`src/rtl/lfsr_frame_ctrl.sv`:
```
// Frame sequencer that owns the running 32-bit state of a 16-bit-per-cycle scrambler/CRC step engine.
// Optional build macro FINAL_XOR_EN: when defined, the reported result is the final state inverted.
//
// state   | meaning
// --------+------------------------------------------------------------
// ST_IDLE | waiting for an SOF word; non-SOF words are dropped
// ST_RUN  | frame open, state advanced once per accepted word
// ST_DONE | result held on res_*, input stalled until res_ready
module lfsr_frame_ctrl #(
    parameter logic [31:0] SEED      = 32'hFFFF_FFFF,
    parameter int          MAX_WORDS = 1024,
    parameter int          LEN_W     = 11
) (
    input  logic             clk,
    input  logic             rst,
    input  logic             s_valid,
    output logic             s_ready,
    input  logic [15:0]      s_data,
    input  logic             s_sof,
    input  logic             s_eof,
    output logic [31:0]      eng_state,
    output logic [15:0]      eng_din,
    input  logic [31:0]      eng_next,
    output logic             res_valid,
    input  logic             res_ready,
    output logic [31:0]      res_crc,
    output logic [LEN_W-1:0] res_len,
    output logic             res_trunc,
    output logic             err_nosof,
    output logic             err_restart,
    output logic             busy
);

    typedef enum logic [1:0] {
        ST_IDLE = 2'd0,
        ST_RUN  = 2'd1,
        ST_DONE = 2'd2
    } state_t;

    state_t           r_state;
    logic [31:0]      r_crc;
    logic [LEN_W-1:0] r_count;
    logic             r_s_ready;
    logic             r_busy;
    logic             r_res_valid;
    logic [31:0]      r_res_crc;
    logic [LEN_W-1:0] r_res_len;
    logic             r_res_trunc;
    logic             r_err_nosof;
    logic             r_err_restart;

    logic             w_acc;
    logic             w_start;
    logic [LEN_W-1:0] w_cnt_nxt;
    logic             w_close;
    logic [31:0]      w_final;

    assign w_acc     = s_valid & r_s_ready;
    assign w_start   = w_acc & s_sof;
    assign w_cnt_nxt = w_start ? LEN_W'(1) : r_count + LEN_W'(1);
    assign w_close   = s_eof | (w_cnt_nxt == LEN_W'(MAX_WORDS));

    // An SOF word always restarts from SEED, even mid-frame.
    assign eng_state = ((r_state == ST_IDLE) || w_start) ? SEED : r_crc;
    assign eng_din   = s_data;

`ifdef FINAL_XOR_EN
    assign w_final = eng_next ^ 32'hFFFF_FFFF;
`else
    assign w_final = eng_next;
`endif

    always_ff @(posedge clk) begin
        if (rst) begin
            r_state       <= ST_IDLE;
            r_crc         <= SEED;
            r_count       <= '0;
            r_s_ready     <= 1'b1;
            r_busy        <= 1'b0;
            r_res_valid   <= 1'b0;
            r_res_crc     <= '0;
            r_res_len     <= '0;
            r_res_trunc   <= 1'b0;
            r_err_nosof   <= 1'b0;
            r_err_restart <= 1'b0;
        end else begin
            r_err_nosof   <= 1'b0;
            r_err_restart <= 1'b0;
            case (r_state)
                ST_IDLE, ST_RUN: begin
                    if (w_acc) begin
                        if ((r_state == ST_IDLE) && !s_sof) begin
                            r_err_nosof <= 1'b1;
                        end else begin
                            r_crc         <= eng_next;
                            r_count       <= w_cnt_nxt;
                            r_err_restart <= (r_state == ST_RUN) & s_sof;
                            r_busy        <= 1'b1;
                            if (w_close) begin
                                r_state     <= ST_DONE;
                                r_s_ready   <= 1'b0;
                                r_res_valid <= 1'b1;
                                r_res_crc   <= w_final;
                                r_res_len   <= w_cnt_nxt;
                                r_res_trunc <= ~s_eof;
                            end else begin
                                r_state <= ST_RUN;
                            end
                        end
                    end
                end
                ST_DONE: begin
                    if (res_ready) begin
                        r_state     <= ST_IDLE;
                        r_res_valid <= 1'b0;
                        r_s_ready   <= 1'b1;
                        r_busy      <= 1'b0;
                        r_crc       <= SEED;
                        r_count     <= '0;
                    end
                end
                default: begin
                    r_state   <= ST_IDLE;
                    r_s_ready <= 1'b1;
                    r_busy    <= 1'b0;
                end
            endcase
        end
    end

    assign s_ready     = r_s_ready;
    assign busy        = r_busy;
    assign res_valid   = r_res_valid;
    assign res_crc     = r_res_crc;
    assign res_len     = r_res_len;
    assign res_trunc   = r_res_trunc;
    assign err_nosof   = r_err_nosof;
    assign err_restart = r_err_restart;

endmodule
```
`config.mk`:
```
export PLATFORM = sky130hd
export DESIGN_NAME = lfsr_frame_ctrl
export DESIGN_NICKNAME = d
export VERILOG_FILES = /design/src/rtl/lfsr_frame_ctrl.sv
export SDC_FILE = /design/constraint.sdc
export NUM_CORES = 1
export LEC_CHECK = 0
export ABC_CLOCK_PERIOD_IN_PS = 8850
export CORE_MARGIN = 2
export CORE_UTILIZATION = 49
export DETAILED_ROUTE_END_ITERATION = 8
export GPL_TIMING_DRIVEN = 0
export PLACE_DENSITY = 0.86
export SYNTH_ARGS = -nofsm -noshare
export SYNTH_HDL_FRONTEND = slang
export SYNTH_SLANG_ARGS = --single-unit
```
`constraint.sdc`:
```
create_clock -name clk -period 8.85 [get_ports clk]
set_input_delay 1.77 -clock clk [delete_from_list [all_inputs] [get_ports clk]]
set_output_delay 1.77 -clock clk [all_outputs]
set_load 0.1 [all_outputs]
```
==> flow_summary.json <==
{
  "synth.area.top_cells": "dfxtp_1 43%, o32ai_1 5.7%, o31ai_1 5.5%, nand2_1 5.2%, nand4_1 5.0%",
  "dr.pass1.iters": 5,
  "syn_area_per_cell_um2": 8.525,
  "worst_setup_path_end_kind": "output port",
  "die_y_um": 98.11,
  "synthesis.area_um2": 4339,
  "dieArea_um2": 9625,
  "layout_common_cells": "132 x clkdlybuf4s50_1, 94 x dfxtp_1, 60 x nand2_1, 47 x clkbuf_1, 42 x a21oi_1",
  "wl_met3_um": 1236,
  "async_flop_share_pct": 0,
  "ant_nets": 0,
  "ys.flop_type": "dfxtp_1",
  "p_leak_nw": 2.022,
  "hold_viol": 0,
  "slew_headroom_pct": 29.85,
  "cts_resized": 0,
  "whs_path_depth": 2,
  "overflow": 0,
  "syn_inst": 509,
  "avgViaCountPerCell": 6.126,
  "critical_path_peak_fanout": 10,
  "htreeDepth": 3,
  "cts_buffers": 9,
  "final_nets": 707,
  "ys_warn_count": 0,
  "clockBufferDepth": 2,
  "dpl_cell_area_um2": 5796,
  "syn_nets": 564,
  "die_width_um": 98.11,
  "fmax_ghz": 0.1554,
  "num_vias": 4680,
  "wl_met1_um": 5850,
  "synth.distinct_cells": 48,
  "worstSetupPathType": "primary input to output port",
  "gr-usage-all-layers_pct": 28.35,
  "finalCriticalPeriod_ns": 6.433,
  "synth_edf_count": 0,
  "final_common_cell": "clkdlybuf4s50_1",
  "tns_ns": 0,
  "antenna_found_initial": 0,
  "first_iter_violations": 351,
  "worst_pin_slew_ns": 1.049,
  "vdd_drop_max_uv": 94.91,
  "finalSetupViolations": 0,
  "dp_hpwl_um": 10010,
  "skew_ns": 0.01557,
  "cp.required_ns": 7.08,
  "routed.top_layer": "met4",
  "ys_ff_latch": 94,
  "p_comb_share_pct": 25.4,
  "seq_power_share_pct": 47.1,
  "synth.largest_area_cell": "dfxtp_1",
  "layout-drive-gt1-share_pct": 6.707,
  "hp-class": "flop to flop",
  "grt_pass1_vias": 4474,
  "rr_worst_depth": 8,
  "clk_latency_ns": 0.38,
  "netSwitchingPower_mw": 0.3458,
  "clock-sinks": 94,
  "place_congestion": 0.9174,
  "cts_setup_buffers": 0,
  "critical_path_arrival_ns": 4.66,
  "drc_errors": 0,
  "yosysSeqAreaShare_pct": 43.37,
  "slew_viol_final": 0,
  "stdcell_count": 764,
  "cts_tree": "yes",
  "dpl.cell_count": 749,
  "wl_um": 13850,
  "num_io_pins": 151,
  "rsz0062_at_grt": "no",
  "row_count": 34,
  "start_util_pct": 50.25,
  "core-area_um2": 8636,
  "area_growth_pct": 37.51,
  "port_buffers": 132,
  "final_area_um2": 5967,
  "dr_wl_met2_um": 6315,
  "maxCapViolations": 0,
  "wl_per_cell_um": 18.12,
  "status": "complete, no violations",
  "grt_pass1_wl_um": 22070,
  "start_kind": "primary input",
  "p_clk_share_pct": 27.5,
  "cts.clk_slew.worst_paths_ns": 0.08,
  "antenna_cells": 0,
  "synth_top_area_share_pct": 43.37,
  "switching_share_pct": 36.29,
  "finalCritPeriodShare_pct": 72.69,
  "finalPower_mw": 0.9528,
  "cts-root-buf": "clkbuf_8",
  "grt_max_degree": 17,
  "cts_hold_buf": 0,
  "intPower_mw": 0.6071,
  "p_per_area_nw_per_um2": 159.7
}
-- routing by layer --
metal	GRT usage [%]	vias up
met2	44.52	273
met5	0	-
met1	36.95	2199
met3	7.087	39
met4	12.71	0
li1	-	2169
-- cell type report --
class / count / area (µm²)
buffer: 74 / 350.3
clock buffer: 9 / 123.9
clock inverter: 6 / 47.55
fill: 663 / 2669
inverter: 3 / 11.26
multi-input combinational: 338 / 2096
sequential: 94 / 1882
tap: 108 / 135.1
timing repair buffer: 132 / 1321
-- cell families (layout without fill, tap and decap cells) --
logic type	Yosys count	count (layout)	share of synthesized area, %
XOR/XNOR	9	9	1.990
flip-flops	94	94	43.37
buffers and inverters	77	224	8.333
adder cells (fa/ha/maj)	1	1	0.2883
multiplexers	9	9	2.191
AO/OA/AOI/OAI	133	133	21.60
AND/OR/NAND/NOR	186	186	22.23
-- synthesized netlist by cell type, drive strengths merged, types with 2 or more instances --
master / instances
dfxtp: 94
nand2: 60
clkbuf: 47
a21oi: 42
nand4: 35
or3: 33
o31ai: 32
o32ai: 28
buf: 27
nor2: 22
nand3: 12
mux2i: 8
o21ai: 8
nor3: 7
a22oi: 5
xnor2: 5
and3: 4
xor2: 4
a211oi: 3
a311oi: 3
inv: 3
nor3b: 3
a21o: 2
a31oi: 2
and4: 2
nor2b: 2
or2: 2
-- per-stage QoR --
stage	hold WS [ns]	util, %	setup WS [ns]
final	0.4609	69.10	2.417
after global routing	0.4762	69.10	2.314
after CTS	0.4639	69.10	2.472
after detailed placement	0.4519	67.11	2.489
after global placement	0.4391	67.11	2.468
after floorplan	0.4337	-	3.984
-- critical path, cell delays in order --
cell,delay [ns]
clkdlybuf4s50_1,0.57
and3_1,0.18
clkbuf_1,0.31
clkbuf_1,0.47
or3_1,0.22
clkdlybuf4s50_1,1.14
-- path summary, 6_finish.rpt --
check | to | startpoint | slack [ns]
max reg2reg | res_len[6] | r_count[0] | 5.61
min | res_len[5] | res_len[5] | 0.46
max | eng_state[31] | s_sof | 2.42
min reg2reg | res_len[5] | res_len[5] | 0.46
-- registers in the layout, indices dropped and copies added (netlist names) --
name / cells
res_trunc: 1
err_restart: 1
res_crc: 32
busy: 1
r_crc: 32
res_valid: 1
err_nosof: 1
r_count: 11
s_ready: 1
r_state: 2
res_len: 11
-- power by group through the flow --
stage | sequential (mW) | combinational [mW] | clock (mW)
2_1_floorplan | 0.498 | 0.127 | 0
4_1_cts | 0.448 | 0.239 | 0.263
6_report | 0.449 | 0.242 | 0.262
3_3_place_gp | 0.457 | 0.235 | 0
5_1_grt | 0.451 | 0.253 | 0.281
3_5_place_dp | 0.458 | 0.238 | 0
(Power assumes the default switching activity.)
